[src/rtl/gb_ppu_bg_fetcher.sv]
// Background/window tile fetcher for the PPU draw path: reads the tile-map entry and
// both bitplanes from VRAM, decodes one 8-pixel row and offers it to the BG pixel FIFO.
module gb_ppu_bg_fetcher (
   input  logic        clk,
   input  logic        reset,
   input  logic        start,
   input  logic        fetch_en,
   input  logic        win_mode,
   input  logic [7:0]  lcdc,
   input  logic [7:0]  scx,
   input  logic [7:0]  scy,
   input  logic [7:0]  ly,
   input  logic [7:0]  wly,
   output logic        vram_rd,
   output logic [12:0] vram_addr,
   input  logic [7:0]  vram_rdata,
   output logic        push_valid,
   output logic [31:0] push_pixels,
   input  logic        fifo_empty,
   output logic        busy
);

   // state              | meaning
   // GET_TILE           | read tile index from the active map (2 cycles)
   // GET_TILE_DATA_LOW  | read low bitplane of the tile row (2 cycles)
   // GET_TILE_DATA_HIGH | read high bitplane of the tile row (2 cycles)
   // SLEEP              | idle, no VRAM access (2 cycles)
   // PUSH               | offer 8 pixels; hold until the FIFO is empty

   typedef enum logic [2:0] {
      GET_TILE           = 3'd0,
      GET_TILE_DATA_LOW  = 3'd1,
      GET_TILE_DATA_HIGH = 3'd2,
      SLEEP              = 3'd3,
      PUSH               = 3'd4
   } fifo_pixel_fetcher_state_t;

   typedef struct packed {
      logic lcd_ppu_enable;
      logic win_tile_map;
      logic win_enable;
      logic bg_win_tiles;
      logic bg_tile_map;
      logic obj_size;
      logic obj_enable;
      logic bg_win_enable_priority;
   } lcd_control_t;

   typedef struct packed {
      logic [1:0] color_index;
      logic       obj_palette;
      logic       bg_priority;
   } fifo_pixel_t;

   lcd_control_t              lcdc_s;
   fifo_pixel_fetcher_state_t state, state_n;
   logic                      active, active_n;
   logic                      step, step_n;
   logic [4:0]                fetch_x, fetch_x_n;
   logic                      win, win_n;
   logic [7:0]                tile_idx, lo, hi;

   logic                      run;
   logic [7:0]                bg_y;
   logic [4:0]                bg_col;
   logic                      map_sel;
   logic [2:0]                row;
   logic [12:0]               map_addr;
   logic [12:0]               data_addr;
   logic [31:0]               pixels;
   fifo_pixel_t               px;
   logic                      lcdc_unused;

   assign lcdc_s      = lcd_control_t'(lcdc);
   assign lcdc_unused = ^{lcdc_s.win_enable, lcdc_s.obj_size, lcdc_s.obj_enable, scx[2:0]};
   assign run         = fetch_en & lcdc_s.lcd_ppu_enable;
   assign busy        = active;

   // Map entry: base selects 0x1800/0x1C00, then a 32x32 grid of row-block and column.
   assign bg_y     = ly + scy;
   assign bg_col   = scx[7:3] + fetch_x;
   assign map_sel  = win ? lcdc_s.win_tile_map : lcdc_s.bg_tile_map;
   assign row      = win ? wly[2:0] : bg_y[2:0];
   assign map_addr = {2'b11, map_sel, (win ? wly[7:3] : bg_y[7:3]), (win ? fetch_x : bg_col)};

   // Signed mode: 0x1000 plus a sign-extended 16*tile_idx, wrapping inside 13 bits.
   assign data_addr = lcdc_s.bg_win_tiles
                      ? {1'b0, tile_idx, row, 1'b0}
                      : 13'h1000 + {tile_idx[7], tile_idx, 4'b0000} + {9'd0, row, 1'b0};

   always_comb begin
      pixels = '0;
      px     = '0;
      for (int i = 0; i < 8; i++) begin
         px.color_index = lcdc_s.bg_win_enable_priority ? {hi[7-i], lo[7-i]} : 2'b00;
         px.obj_palette = 1'b0;
         px.bg_priority = 1'b0;
         pixels[31-4*i -: 4] = px;
      end
   end

   always_ff @(posedge clk or posedge reset) begin
      if (reset) begin
         active  <= 1'b0;
         state   <= GET_TILE;
         step    <= 1'b0;
         fetch_x <= 5'd0;
         win     <= 1'b0;
      end else begin
         active  <= active_n;
         state   <= state_n;
         step    <= step_n;
         fetch_x <= fetch_x_n;
         win     <= win_n;
      end
   end

   always_comb begin
      active_n  = active;
      state_n   = state;
      step_n    = step;
      fetch_x_n = fetch_x;
      win_n     = win;
      if (!run) begin
         active_n = 1'b0;
      end else if (start) begin
         active_n  = 1'b1;
         state_n   = GET_TILE;
         step_n    = 1'b0;
         fetch_x_n = 5'd0;
         win_n     = win_mode;
      end else if (active) begin
         case (state)
            GET_TILE: begin
               step_n = ~step;
               if (step) state_n = GET_TILE_DATA_LOW;
            end
            GET_TILE_DATA_LOW: begin
               step_n = ~step;
               if (step) state_n = GET_TILE_DATA_HIGH;
            end
            GET_TILE_DATA_HIGH: begin
               step_n = ~step;
               if (step) state_n = SLEEP;
            end
            SLEEP: begin
               step_n = ~step;
               if (step) state_n = PUSH;
            end
            PUSH: begin
               if (fifo_empty) begin
                  state_n   = GET_TILE;
                  step_n    = 1'b0;
                  fetch_x_n = fetch_x + 5'd1;
               end
            end
            default: begin
               state_n = GET_TILE;
               step_n  = 1'b0;
            end
         endcase
      end
   end

   // Read data arrives in the second cycle of each read state and is taken at its closing edge.
   always_ff @(posedge clk or posedge reset) begin
      if (reset) begin
         tile_idx <= 8'd0;
         lo       <= 8'd0;
         hi       <= 8'd0;
      end else if (run && !start && active && step) begin
         case (state)
            GET_TILE:           tile_idx <= vram_rdata;
            GET_TILE_DATA_LOW:  lo       <= vram_rdata;
            GET_TILE_DATA_HIGH: hi       <= vram_rdata;
            default: ;
         endcase
      end
   end

   always_comb begin
      vram_rd     = 1'b0;
      vram_addr   = 13'd0;
      push_valid  = 1'b0;
      push_pixels = 32'd0;
      if (run && active) begin
         case (state)
            GET_TILE: begin
               vram_rd   = ~step;
               vram_addr = map_addr;
            end
            GET_TILE_DATA_LOW: begin
               vram_rd   = ~step;
               vram_addr = data_addr;
            end
            GET_TILE_DATA_HIGH: begin
               vram_rd   = ~step;
               vram_addr = {data_addr[12:1], 1'b1};
            end
            PUSH: begin
               push_valid  = 1'b1;
               push_pixels = pixels;
            end
            default: ;
         endcase
      end
   end

endmodule

[config.mk]
export PLATFORM = sky130hd
export DESIGN_NAME = gb_ppu_bg_fetcher
export DESIGN_NICKNAME = d
export VERILOG_FILES = /design/src/rtl/gb_ppu_bg_fetcher.sv
export SDC_FILE = /design/constraint.sdc
export NUM_CORES = 1
export LEC_CHECK = 0
export CORE_ASPECT_RATIO = 0.9
export CORE_UTILIZATION = 45
export CTS_CLUSTER_DIAMETER = 80
export DETAILED_ROUTE_END_ITERATION = 8
export PLACE_DENSITY = 0.83
export SETUP_SLACK_MARGIN = 0.05
export SLEW_MARGIN = 5
export SYNTH_ARGS = -nofsm -noshare
export SYNTH_HDL_FRONTEND = slang
export SYNTH_SLANG_ARGS = --single-unit
[constraint.sdc]
create_clock -name clk -period 6.3 [get_ports clk]
set_input_delay 1.26 -clock clk [delete_from_list [all_inputs] [get_ports clk]]
set_output_delay 1.26 -clock clk [all_outputs]
set_load 0.02 [all_outputs]
### Word level (Yosys, flattened, before mapping)

Index checks and enable logic that the tools add are counted.

| word-level totals | value |
|---|---|
| input bits | 54 |
| output and inout port bits | 48 |
| word-level logic and storage cells | 82 |
| flip-flop bits (word level) | 35 |

| cells by class | value |
|---|---|
| reductions and logical operators | 18 |
| add/sub/neg operators | 5 |
| bitwise logic cells | 2 |
| multiplexer cells | 39 |
| equal/unequal tests | 10 |

Operator list:

| kind | number |
|---|---|
| 32-bit 2-to-1 mux | 2 |
| 13-bit case mux with 3 select lines | 1 |
| 5-bit 2-to-1 mux | 6 |
| 13-bit 2-to-1 mux | 2 |
| 3-bit 2-to-1 mux | 8 |
| 2-bit 2-to-1 mux | 8 |
| 3-bit != test, second input constant | 5 |
| 3-bit case mux with 5 select lines | 1 |
| 13-bit adder, first input constant | 1 |
| 13-bit by 4-bit adder with 13-bit output | 1 |
| 1-bit 2-to-1 mux | 10 |
| 8-bit adder | 1 |
| 2-bit AND reduction | 4 |
| 7-bit AND reduction | 1 |
| 3-bit by 2-bit == test with 1-bit output, second input constant | 2 |
| 2-bit nonzero test | 3 |
| 5-bit by 1-bit adder with 5-bit output, second input constant | 1 |
| 5-bit adder | 1 |
| 1-bit logical AND | 4 |
| 4-bit AND reduction | 1 |
| 4-bit OR reduction | 1 |
| 3-bit by 1-bit == test with 1-bit output, second input constant | 1 |
| 3-bit == test, second input constant | 1 |
| 3-bit zero test | 1 |
| other kinds (7) | 7 |

### Logic depth before layout (Yosys ltp)

| logic depth | value |
|---|---|
| depth in word-level cells | 6 |
| gate-level depth with buffers | 8 |
| depth with buffers taken out | 8 |

### Worst setup path after synthesis

Ideal clock, no wire load.

| timing path | value |
|---|---|
| kind | input port to output port |
| start point | input scy[0] |
| end point | output vram_addr[6] |
| path slack | 2.002 ns |
| arrival time | 3.038 ns |
| data required time | 5.040 ns |
| cell stages on the path | 6 |
| buffers on the path | 0 |
| cell sequence | ha_1 > fa_1 > a211oi_1 > nor2_1 > or4_1 > a21oi_1 |

| on the way | value |
|---|---|
| longest elaborated chain between the ends | 6 |

RTL lines:

| item | RTL line | source |
|---|---|---|
| start, declared | 11 | `input logic [7:0] scy,` |
| 8-bit adder (*) | 80 | `assign bg_y = ly + scy;` |
| 3-bit 2-to-1 mux | 83 | `assign row = win ? wly[2:0] : bg_y[2:0];` |
| 13-bit by 4-bit adder with 13-bit output | 89 | `: 13'h1000 + {tile_idx[7], tile_idx, 4'b0000} + {9'd0, row, 1'b0};` |
| 13-bit 2-to-1 mux | 88 | `? {1'b0, tile_idx, row, 1'b0}` |
| 13-bit case mux with 3 select lines (*) | 187 | `case (state)` |
| 13-bit 2-to-1 mux (*) | 186 | `if (run && active) begin` |
| end, declared | 15 | `output logic [12:0] vram_addr,` |

Every way passes the cells marked *; elsewhere a longest branch is shown, timed or not.

### Worst setup path in the final report

| timing path | value |
|---|---|
| start point | input scy[0] |
| end point | output vram_addr[8] |

Same word-level chain as after synthesis.

==> metrics.cfg <==
[setup_path]
reg2reg_from=state[2]
timing.rr.end=tile_idx[0]
worstPathMaxFanout=3
rrSetupSlack_ns=4.23
end_kind=output port
crit_path_start_kind=input pin
arrival_ns=4.09
crit_required_ns=5.04
reg2reg_depth=3
path_class=in2out

[clock_network]
cts.hold.buffers_added=0
htreeDepth=2
cts_buffers=5
post_cts_buffers=0
max-clock-path-buffers=2
cts.repair.resized=0
ctsRootBufferMaster=clkbuf_8
clock_latency_ns=0.28
cts_tree=yes
clock_sinks=35
clkTransAtPathRegs_ns=0.07

[floorplan]
fp.coreArea_mm2=0.00532
die_w_um=80.9
die_area_mm2=0.00590
rows=25
start_util=0.474
num_io_pins=102
fp.dieH_um=73.0

[logic_synthesis]
synth_area_mm2=0.00252
yosys-top-cells-count=35 x dfrtp_1, 29 x mux2_2, 23 x nor2_1
synth_seq_area_share=0.348
yosys_warnings=0
async_flop_share=1.00
synth_top_area_frac=0.348
synth_ff_type=dfrtp_1
avgSynthCellArea_um2=9.76
yosys.area.top_type=dfrtp_1
ys_types=48
synth_edf_count=0
synth_seq_cells=35
syn_inst=258
yosys-top-cells-area=dfrtp_1 35%, mux2_2 13%, ha_1 6.0%
synth.most_common_cell=dfrtp_1

[grt]
grtUsageTotal=0.219
grt_pass1_vias=2167
grt_max_degree=36
grt_overflow_total=0
antenna_found_initial=0
busiest_layer=met2
globalRouteMet2Util=0.372
use_met3=0.0300
grt_pass1_wl_um=10000
met1_usage=0.299

[min_path]
whs_path_depth=1
hold_path.class=reg2reg
min_from=lo[3]
hold_end=lo[3]

[layout]
fin_util=0.633
fin_nets=401
area_growth_pct=33.7
drive_above_1_share=0.129
antenna_cells=0

[drt]
dr.pass1.iters=4
vias=2251
drt-initial-drc-count=160
drt_wl_total_um=6360
routed_via_density=5.61
antenna_left=0
remaining_drc_errors=0
wl_per_cell_um=15.9

[sta]
tightest_slew_ns=0.872
worst_clock_skew_ns=0.00441
rsz0062_at_grt=false
period_share=0.850
setup_viol=0
period_needed_ns=5.35
finalHoldViolations=0
drv_slew=0
timing.fmax_ghz=0.187
final.setup.tns_ns=0
relSlewSlack=0.417

[power]
power_uw=745
ir_drop_v=0.000188
power_density_mw_per_mm2=221
leakage_uw=0.00152

[outcome]
status=finished, final reports clean

[job]
cap_violations=0

[placement]
dp_hpwl_um=4800
port_buffers=79
gp_congestion=0.844

sequential cells by signal, indices dropped and copies added (netlist names):
name	flops
step	1
tile_idx	8
lo	8
win	1
busy	1
state	3
hi	8
fetch_x	5
critical path, stage by stage:
cell	delay, ns
clkdlybuf4s50_1	0.40
ha_1	0.25
fa_1	0.43
a211oi_1	0.29
nor2_1	0.10
o311ai_0	0.39
o211ai_1	0.13
a21oi_1	0.21
clkdlybuf4s50_1	0.63
per-stage QoR:
stage / worst slack [ns] / std cells / instance area [µm²] / hold WS (ns)
after floorplan: 2.00 / 273 / 2570 / 0.472
after global placement: 1.00 / 393 / 3280 / 0.481
after detailed placement: 0.975 / 393 / 3280 / 0.489
after CTS: 0.952 / 401 / 3370 / 0.507
after global routing: 0.824 / 401 / 3370 / 0.524
final: 0.946 / 401 / 3370 / 0.504
placed cells by master (no fill, tap or decap), types with 2 or more instances in the layout:
cell             synthesis  routed
clkdlybuf4s50_1          0      79
dfrtp_1                 35      35
mux2_2                  29      29
nor2_1                  23      23
and3_1                  17      17
conb_1                   1      16
a21oi_1                 13      13
ha_1                    12      12
nand2_1                 10      10
o21ai_0                  9       9
nor3_1                   9       9
inv_1                    7       7
a211oi_1                 7       7
xnor2_1                  6       6
clkbuf_8                 0       5
xor2_1                   4       4
a221oi_1                 4       4
nand2b_1                 4       4
a22oi_1                  3       3
a21o_1                   3       3
o211ai_1                 2       2
nand4_1                  2       2
o22ai_1                  2       2
nor4b_4                  2       2
nand3_1                  2       2
or4_1                    2       2
a32oi_1                  2       2
fa_1                     2       2
buf_4                   17       2
cell type report:
type | instances | area [µm²]
clock buffer | 6 | 72.6
clock inverter | 2 | 12.5
fill | 452 | 1950
inverter | 7 | 26.3
multi-input combinational | 203 | 1490
sequential | 35 | 876
tap | 67 | 83.8
timing repair buffer | 81 | 806
worst max-delay path by stage:
stage / start / endpoint / slack (ns)
detailed placement: scy[0] / vram_addr[8] / 0.97
global placement: scy[0] / vram_addr[8] / 1.00
finish: scy[0] / vram_addr[8] / 0.95
CTS: ly[0] / vram_addr[8] / 0.95
floorplan: scy[0] / vram_addr[6] / 2.00
global route: scy[0] / vram_addr[8] / 0.82
layer usage:
layer	share of wire	wire [µm]
met5	0	0
met4	0.0074	47
met3	0.082	524
met2	0.49	3090
met1	0.42	2700
cell families after synthesis:
family / synth area share
muxes: 0.134
buffers and inverters: 0.0825
xor gates and xnor gates: 0.0348
AOI/OAI and AO/OA: 0.134
adders and majority gates: 0.0755
and+or+nand+nor: 0.190
DFF: 0.348
other: 0.00149
power breakdown:
part / switching, µW / total [µW] / internal (µW)
Clock: 79.0 / 156 / 77.2
Combinational: 156 / 286 / 131
Sequential: 49.9 / 302 / 252
(Power assumes the default switching activity.)
